==> src/rtl/proc_pkg.sv <==
// proc_pkg
// Shared definitions for the parametrised multi-cycle processor.
//   - opcode encodings carried in the top three bits of IR
//   - the T0..T3 control-step encoding
//   - regFieldWidth(): bits needed to name one of NREGS registers
package proc_pkg;

  localparam logic [2:0] OP_MV   = 3'b000;
  localparam logic [2:0] OP_MVI  = 3'b001;
  localparam logic [2:0] OP_ADD  = 3'b010;
  localparam logic [2:0] OP_SUB  = 3'b011;
  localparam logic [2:0] OP_AND  = 3'b100;
  localparam logic [2:0] OP_MVNZ = 3'b101;

  typedef enum logic [1:0] {
    T0 = 2'd0,
    T1 = 2'd1,
    T2 = 2'd2,
    T3 = 2'd3
  } state_t;

  function automatic int regFieldWidth(input int nregs);
    return $clog2(nregs);
  endfunction

endpackage

==> src/rtl/regn_param.sv <==
// regn_param
// WIDTH-bit storage register used for R0..Rn, A, G and IR.
// Ports:
//   i_clk    - rising-edge clock
//   i_rst_n  - asynchronous active-low clear
//   i_en     - load enable
//   i_d      - data to load
//   o_q      - stored value
module regn_param #(
  parameter int WIDTH = 16
) (
  input  logic             i_clk,
  input  logic             i_rst_n,
  input  logic             i_en,
  input  logic [WIDTH-1:0] i_d,
  output logic [WIDTH-1:0] o_q
);

  logic [WIDTH-1:0] r_q;

  always_ff @(posedge i_clk or negedge i_rst_n) begin
    if (!i_rst_n) begin
      r_q <= '0;
    end else if (i_en) begin
      r_q <= i_d;
    end
  end

  assign o_q = r_q;

endmodule

==> src/rtl/proc_param.sv <==
// proc_param
// Parametrised multi-cycle processor. An instruction is fetched from DIN in
// T0 when Run is high and executes over T1 (moves) or T1..T3 (ALU ops).
// Every register is loaded from the shared Bus, which is also exported.
// WIDTH must be at least 3 + 2*log2(NREGS); NREGS a power of two, 2..16.
// Ports:
//   Clock  - rising-edge clock
//   Resetn - asynchronous active-low reset (state, IR, A, G, Rn cleared)
//   DIN    - instruction word in T0, immediate during the mvi T1 cycle
//   Run    - starts an instruction when sampled high in T0
//   Done   - high during the final cycle of each instruction
//   Bus    - value on the internal bus this cycle
import proc_pkg::*;

module proc_param #(
  parameter int WIDTH = 16,
  parameter int NREGS = 8
) (
  input  logic             Clock,
  input  logic             Resetn,
  input  logic [WIDTH-1:0] DIN,
  input  logic             Run,
  output logic             Done,
  output logic [WIDTH-1:0] Bus
);

  localparam int RBITS = regFieldWidth(NREGS);

  state_t r_state;
  state_t w_nextState;

  logic [WIDTH-1:0] w_ir;
  logic [WIDTH-1:0] w_a;
  logic [WIDTH-1:0] w_g;
  logic [WIDTH-1:0] w_regs [NREGS];
  logic [WIDTH-1:0] w_aluOut;

  logic [NREGS-1:0] w_regEn;
  logic             w_irEn;
  logic             w_aEn;
  logic             w_gEn;

  logic [2:0]       w_opcode;
  logic [RBITS-1:0] w_x;
  logic [RBITS-1:0] w_y;
  logic             w_isAlu;
  logic             w_gNonZero;
  logic             w_unusedIr;

  // IR field decode; bits below Y carry no meaning
  assign w_opcode   = w_ir[WIDTH-1 -: 3];
  assign w_x        = w_ir[WIDTH-4 -: RBITS];
  assign w_y        = w_ir[WIDTH-4-RBITS -: RBITS];
  assign w_isAlu    = (w_opcode == OP_ADD) || (w_opcode == OP_SUB) || (w_opcode == OP_AND);
  assign w_gNonZero = |w_g;
  assign w_unusedIr = ^w_ir;

  regn_param #(.WIDTH(WIDTH)) u_ir (
    .i_clk  (Clock),
    .i_rst_n(Resetn),
    .i_en   (w_irEn),
    .i_d    (DIN),
    .o_q    (w_ir)
  );

  regn_param #(.WIDTH(WIDTH)) u_a (
    .i_clk  (Clock),
    .i_rst_n(Resetn),
    .i_en   (w_aEn),
    .i_d    (Bus),
    .o_q    (w_a)
  );

  regn_param #(.WIDTH(WIDTH)) u_g (
    .i_clk  (Clock),
    .i_rst_n(Resetn),
    .i_en   (w_gEn),
    .i_d    (w_aluOut),
    .o_q    (w_g)
  );

  for (genvar i = 0; i < NREGS; i++) begin : g_regs
    regn_param #(.WIDTH(WIDTH)) u_reg (
      .i_clk  (Clock),
      .i_rst_n(Resetn),
      .i_en   (w_regEn[i]),
      .i_d    (Bus),
      .o_q    (w_regs[i])
    );
  end

  always_ff @(posedge Clock or negedge Resetn) begin
    if (!Resetn) begin
      r_state <= T0;
    end else begin
      r_state <= w_nextState;
    end
  end

  // Only ALU ops continue past T1; everything else retires there
  always_comb begin
    w_nextState = T0;
    case (r_state)
      T0:      w_nextState = Run ? T1 : T0;
      T1:      w_nextState = w_isAlu ? T2 : T0;
      T2:      w_nextState = T3;
      T3:      w_nextState = T0;
      default: w_nextState = T0;
    endcase
  end

  // Subtraction is the two's-complement add A + ~Bus + 1, wrapping freely
  always_comb begin
    w_aluOut = '0;
    case (w_opcode)
      OP_ADD:  w_aluOut = w_a + Bus;
      OP_SUB:  w_aluOut = w_a + ~Bus + WIDTH'(1);
      OP_AND:  w_aluOut = w_a & Bus;
      default: w_aluOut = '0;
    endcase
  end

  // Bus source, Done and register load enables per control step.
  // T2/T3 are only reachable from an ALU op, so they need no opcode check.
  always_comb begin
    Bus     = '0;
    Done    = 1'b0;
    w_irEn  = 1'b0;
    w_aEn   = 1'b0;
    w_gEn   = 1'b0;
    w_regEn = '0;
    case (r_state)
      T0: begin
        w_irEn = Run;
      end
      T1: begin
        case (w_opcode)
          OP_MV: begin
            Bus          = w_regs[w_y];
            w_regEn[w_x] = 1'b1;
            Done         = 1'b1;
          end
          OP_MVI: begin
            Bus          = DIN;
            w_regEn[w_x] = 1'b1;
            Done         = 1'b1;
          end
          OP_MVNZ: begin
            Bus          = w_regs[w_y];
            w_regEn[w_x] = w_gNonZero;
            Done         = 1'b1;
          end
          OP_ADD, OP_SUB, OP_AND: begin
            Bus   = w_regs[w_x];
            w_aEn = 1'b1;
          end
          default: begin
            Done = 1'b1;
          end
        endcase
      end
      T2: begin
        Bus   = w_regs[w_y];
        w_gEn = 1'b1;
      end
      T3: begin
        Bus          = w_g;
        w_regEn[w_x] = 1'b1;
        Done         = 1'b1;
      end
      default: begin
        Bus = '0;
      end
    endcase
  end

endmodule

==> config.mk <==
export PLATFORM = sky130hd
export DESIGN_NAME = proc_param
export DESIGN_NICKNAME = d
export VERILOG_FILES = /design/src/rtl/proc_pkg.sv /design/src/rtl/regn_param.sv /design/src/rtl/proc_param.sv
export SDC_FILE = /design/constraint.sdc
export NUM_CORES = 1
export LEC_CHECK = 0
export ABC_AREA = 0
export BUFFER_PORTS_ARGS = -buffer_cell sky130_fd_sc_hd__buf_2
export CORE_UTILIZATION = 55
export DETAILED_ROUTE_END_ITERATION = 8
export MAX_ROUTING_LAYER = met4
export PLACE_DENSITY = 0.82
export SYNTH_ARGS = -nofsm -noshare
export SYNTH_HDL_FRONTEND = slang
export SYNTH_HIERARCHICAL = 1
export SYNTH_SLANG_ARGS = --single-unit
==> constraint.sdc <==
create_clock -name Clock -period 9.42 [get_ports Clock]
set_input_delay 1.884 -clock Clock [delete_from_list [all_inputs] [get_ports Clock]]
set_output_delay 1.884 -clock Clock [all_outputs]
set_load 0.05 [all_outputs]
==> metrics.md <==
| Metric | Value |
|---|---|
| Status | finished, final reports clean |
| Crit path time final | 5.858 ns |
| Post-Route Utilization | 59.66% |
| Chip height | 146.1 microns |
| Final WL | 30.21 mm |
| Hold Crit Depth | 1 |
| Clock root buffer master | clkbuf_16 |
| Setup bufs post-CTS | 0 |
| First-pass GRT wire length | 47.67 mm |
| Clock transition at path regs | 0.07 ns |
| Tightest Hold Check Type | flop to flop |
| Avg Inst Size Synth | 12.30 sq um |
| H-tree Lvls | 4 |
| Vias in the first global route | 8042 |
| Residual DRC | 0 |
| Die X | 146.1 microns |
| Post-Syn Nets | 982 |
| CTS tree | yes |
| Peak supply drop | 0.1692 mV |
| Final worst-path cycle share | 62.19% |
| CTS Buf Count | 17 |
| CP startpoint kind | flop |
| RSZ-0062 raised after global routing | no |
| Slew HR | 31.79% |
| Final WS setup | 3.562 ns |
| Yosys warnings | 6 |
| Initial antenna violation count | 0 |
| Crit Path Category | flop to output port |
| Drt initial violations | 927 |
| CP Max Fanout | 27 |
| Clk_lat worst skew | 0.44 ns |
| Crit path cell chain | nor3b_4, buf_4, o21ai_1, or2_1, inv_2, a222oi_1, o21ai_1, nand2_1, inv_1, buf_2 |
| Num ports | 36 |
| Vias | 8037 |
| Most frequent cells in the layout | dfrtp_1, mux2_4, mux2_2, mux4_2 |
| FF-to-FF path depth | 17 |
| Via density | 6.615 |
| Post-CTS sizing | 0 |
| Pwr dens | 388.7 mW/mm^2 |
| Area Overhead vs Synth | 6.095% |
| Clock Sinks | 171 |
| Pleak | 5.603 nW |
| Post-Place Setup Slack | 4.073 ns |
| DRT Pass-1 Iters | 6 |
| Initial Util | 56.23% |
| CP endpoint kind | output port |
| Critical path's most frequent cell | o21ai_1 |
| IO Port Bufs | 35 |
| Max Cap Viol | 0 |
| Synth Cell Area | 0.01141 sq mm |
| RD Place Congestion | 0.9789 |
| Core outline area | 0.02030 sq mm |
| Post-route ant nets | 0 |
| Drt wl/cell | 24.86 microns |
| Post-layout nets | 986 |
| Total power | 4.707 mW |
| Slowest-stage cell, CP | dfrtp_1 |
| Tot GR Track Use | 30.34% |
| Final setup violation count | 0 |
| Post-synthesis cell count | 928 |
| Slowest stage delay, CP | 0.74 ns |
| Worst Skew | 0.01346 ns |
| CTS max path bufs | 2 |
| Fmax | 0.1707 GHz |
| CP Data Required Time | 7.54 ns |
| Max-slew violation count | 0 |
| Core Rows | 52 |
| Final setup TNS | 0 ns |
| DIE AREA | 0.02133 sq mm |
| Final Hold Fails | 0 |
| Commonest non-fill, non-tap cell in the layout | dfrtp_1 |
| Grt ovf | 0 |
| Crit path DAT | 3.97 ns |
| Largest net degree at the start of global routing | 99 |
| HPWL Detailed | 20.48 mm |
| Cts hold-fix bufs | 0 |
| Ant diodes | 0 |
| Worst-Margin Slew | 1.018 ns |
| Share of cells above drive strength 1 | 35.03% |
==> critical path: cells and delay by family (launching register included) <==
family                 cells  cell delay, ns
and+or+nand+nor            3            0.87
buffers and inverters      4            1.48
DFF                        1            0.74
AOI/OAI and AO/OA          3            0.44
==> cell type report <==
class	count	area, sq um
Timing Repair Buffer	55	331.6
Sequential cell	171	4283
Clock inverter	15	155.1
Multi-Input combinational cell	660	6476
Inverter	27	101.3
Tap cell	270	337.8
Fill cell	1570	8189
Clock buffer	17	425.4
==> registers in the layout, summed over array words and instances (netlist names), named ones only <==
register          cells
g_regs.u_reg/o_q    128
r_state               1
u_a/o_q              16
u_g/o_q              16
u_ir/o_q              9
==> per-layer routing <==
| metal | GRT usage (%) | vias to the layer above | share of wire (%) |
|---|---|---|---|
| met2 | 45.81 | 369 | 47 |
| met1 | 40.86 | 4123 | 42 |
| met4 | 9.844 | 0 | 2.6 |
| met3 | 6.625 | 64 | 8.0 |
| met5 | - | - | 0 |
| li1 | - | 3481 | - |
==> path summary, 6_finish.rpt <==
path / start / slack, ns / end
setup / recovery: u_ir/o_q[13] / 3.56 / Bus[9]
hold / removal: u_a/o_q[15] / 0.52 / u_a/o_q[15]
setup reg to reg: u_ir/o_q[13] / 4.03 / u_g/o_q[12]
hold reg to reg: u_a/o_q[15] / 0.52 / u_a/o_q[15]
max in group asynchronous: Resetn / 6.39 / g_regs[6].u_reg/o_q[14]
min in group asynchronous: Resetn / 1.53 / g_regs[6].u_reg/o_q[8]
==> where the power goes <==
group          switching [mW]  leakage, nW  internal [mW]
Sequential              0.305         2.33          0.993
Clock                   0.330        0.287          0.374
Combinational            1.52         2.99           1.19
==> through the flow <==
| stage | instances | hold slack [ns] | cell area (sq um) |
|---|---|---|---|
| after floorplan | 928 | 0.4764 | 11410 |
| after global placement | 1183 | 0.5020 | 11530 |
| after detailed placement | 1183 | 0.5064 | 11530 |
| after CTS | 1215 | 0.5230 | 12110 |
| after global routing | 1215 | 0.5481 | 12110 |
| final | 1215 | 0.5235 | 12110 |
No activity file was read; power rests on OpenSTA's default activity.
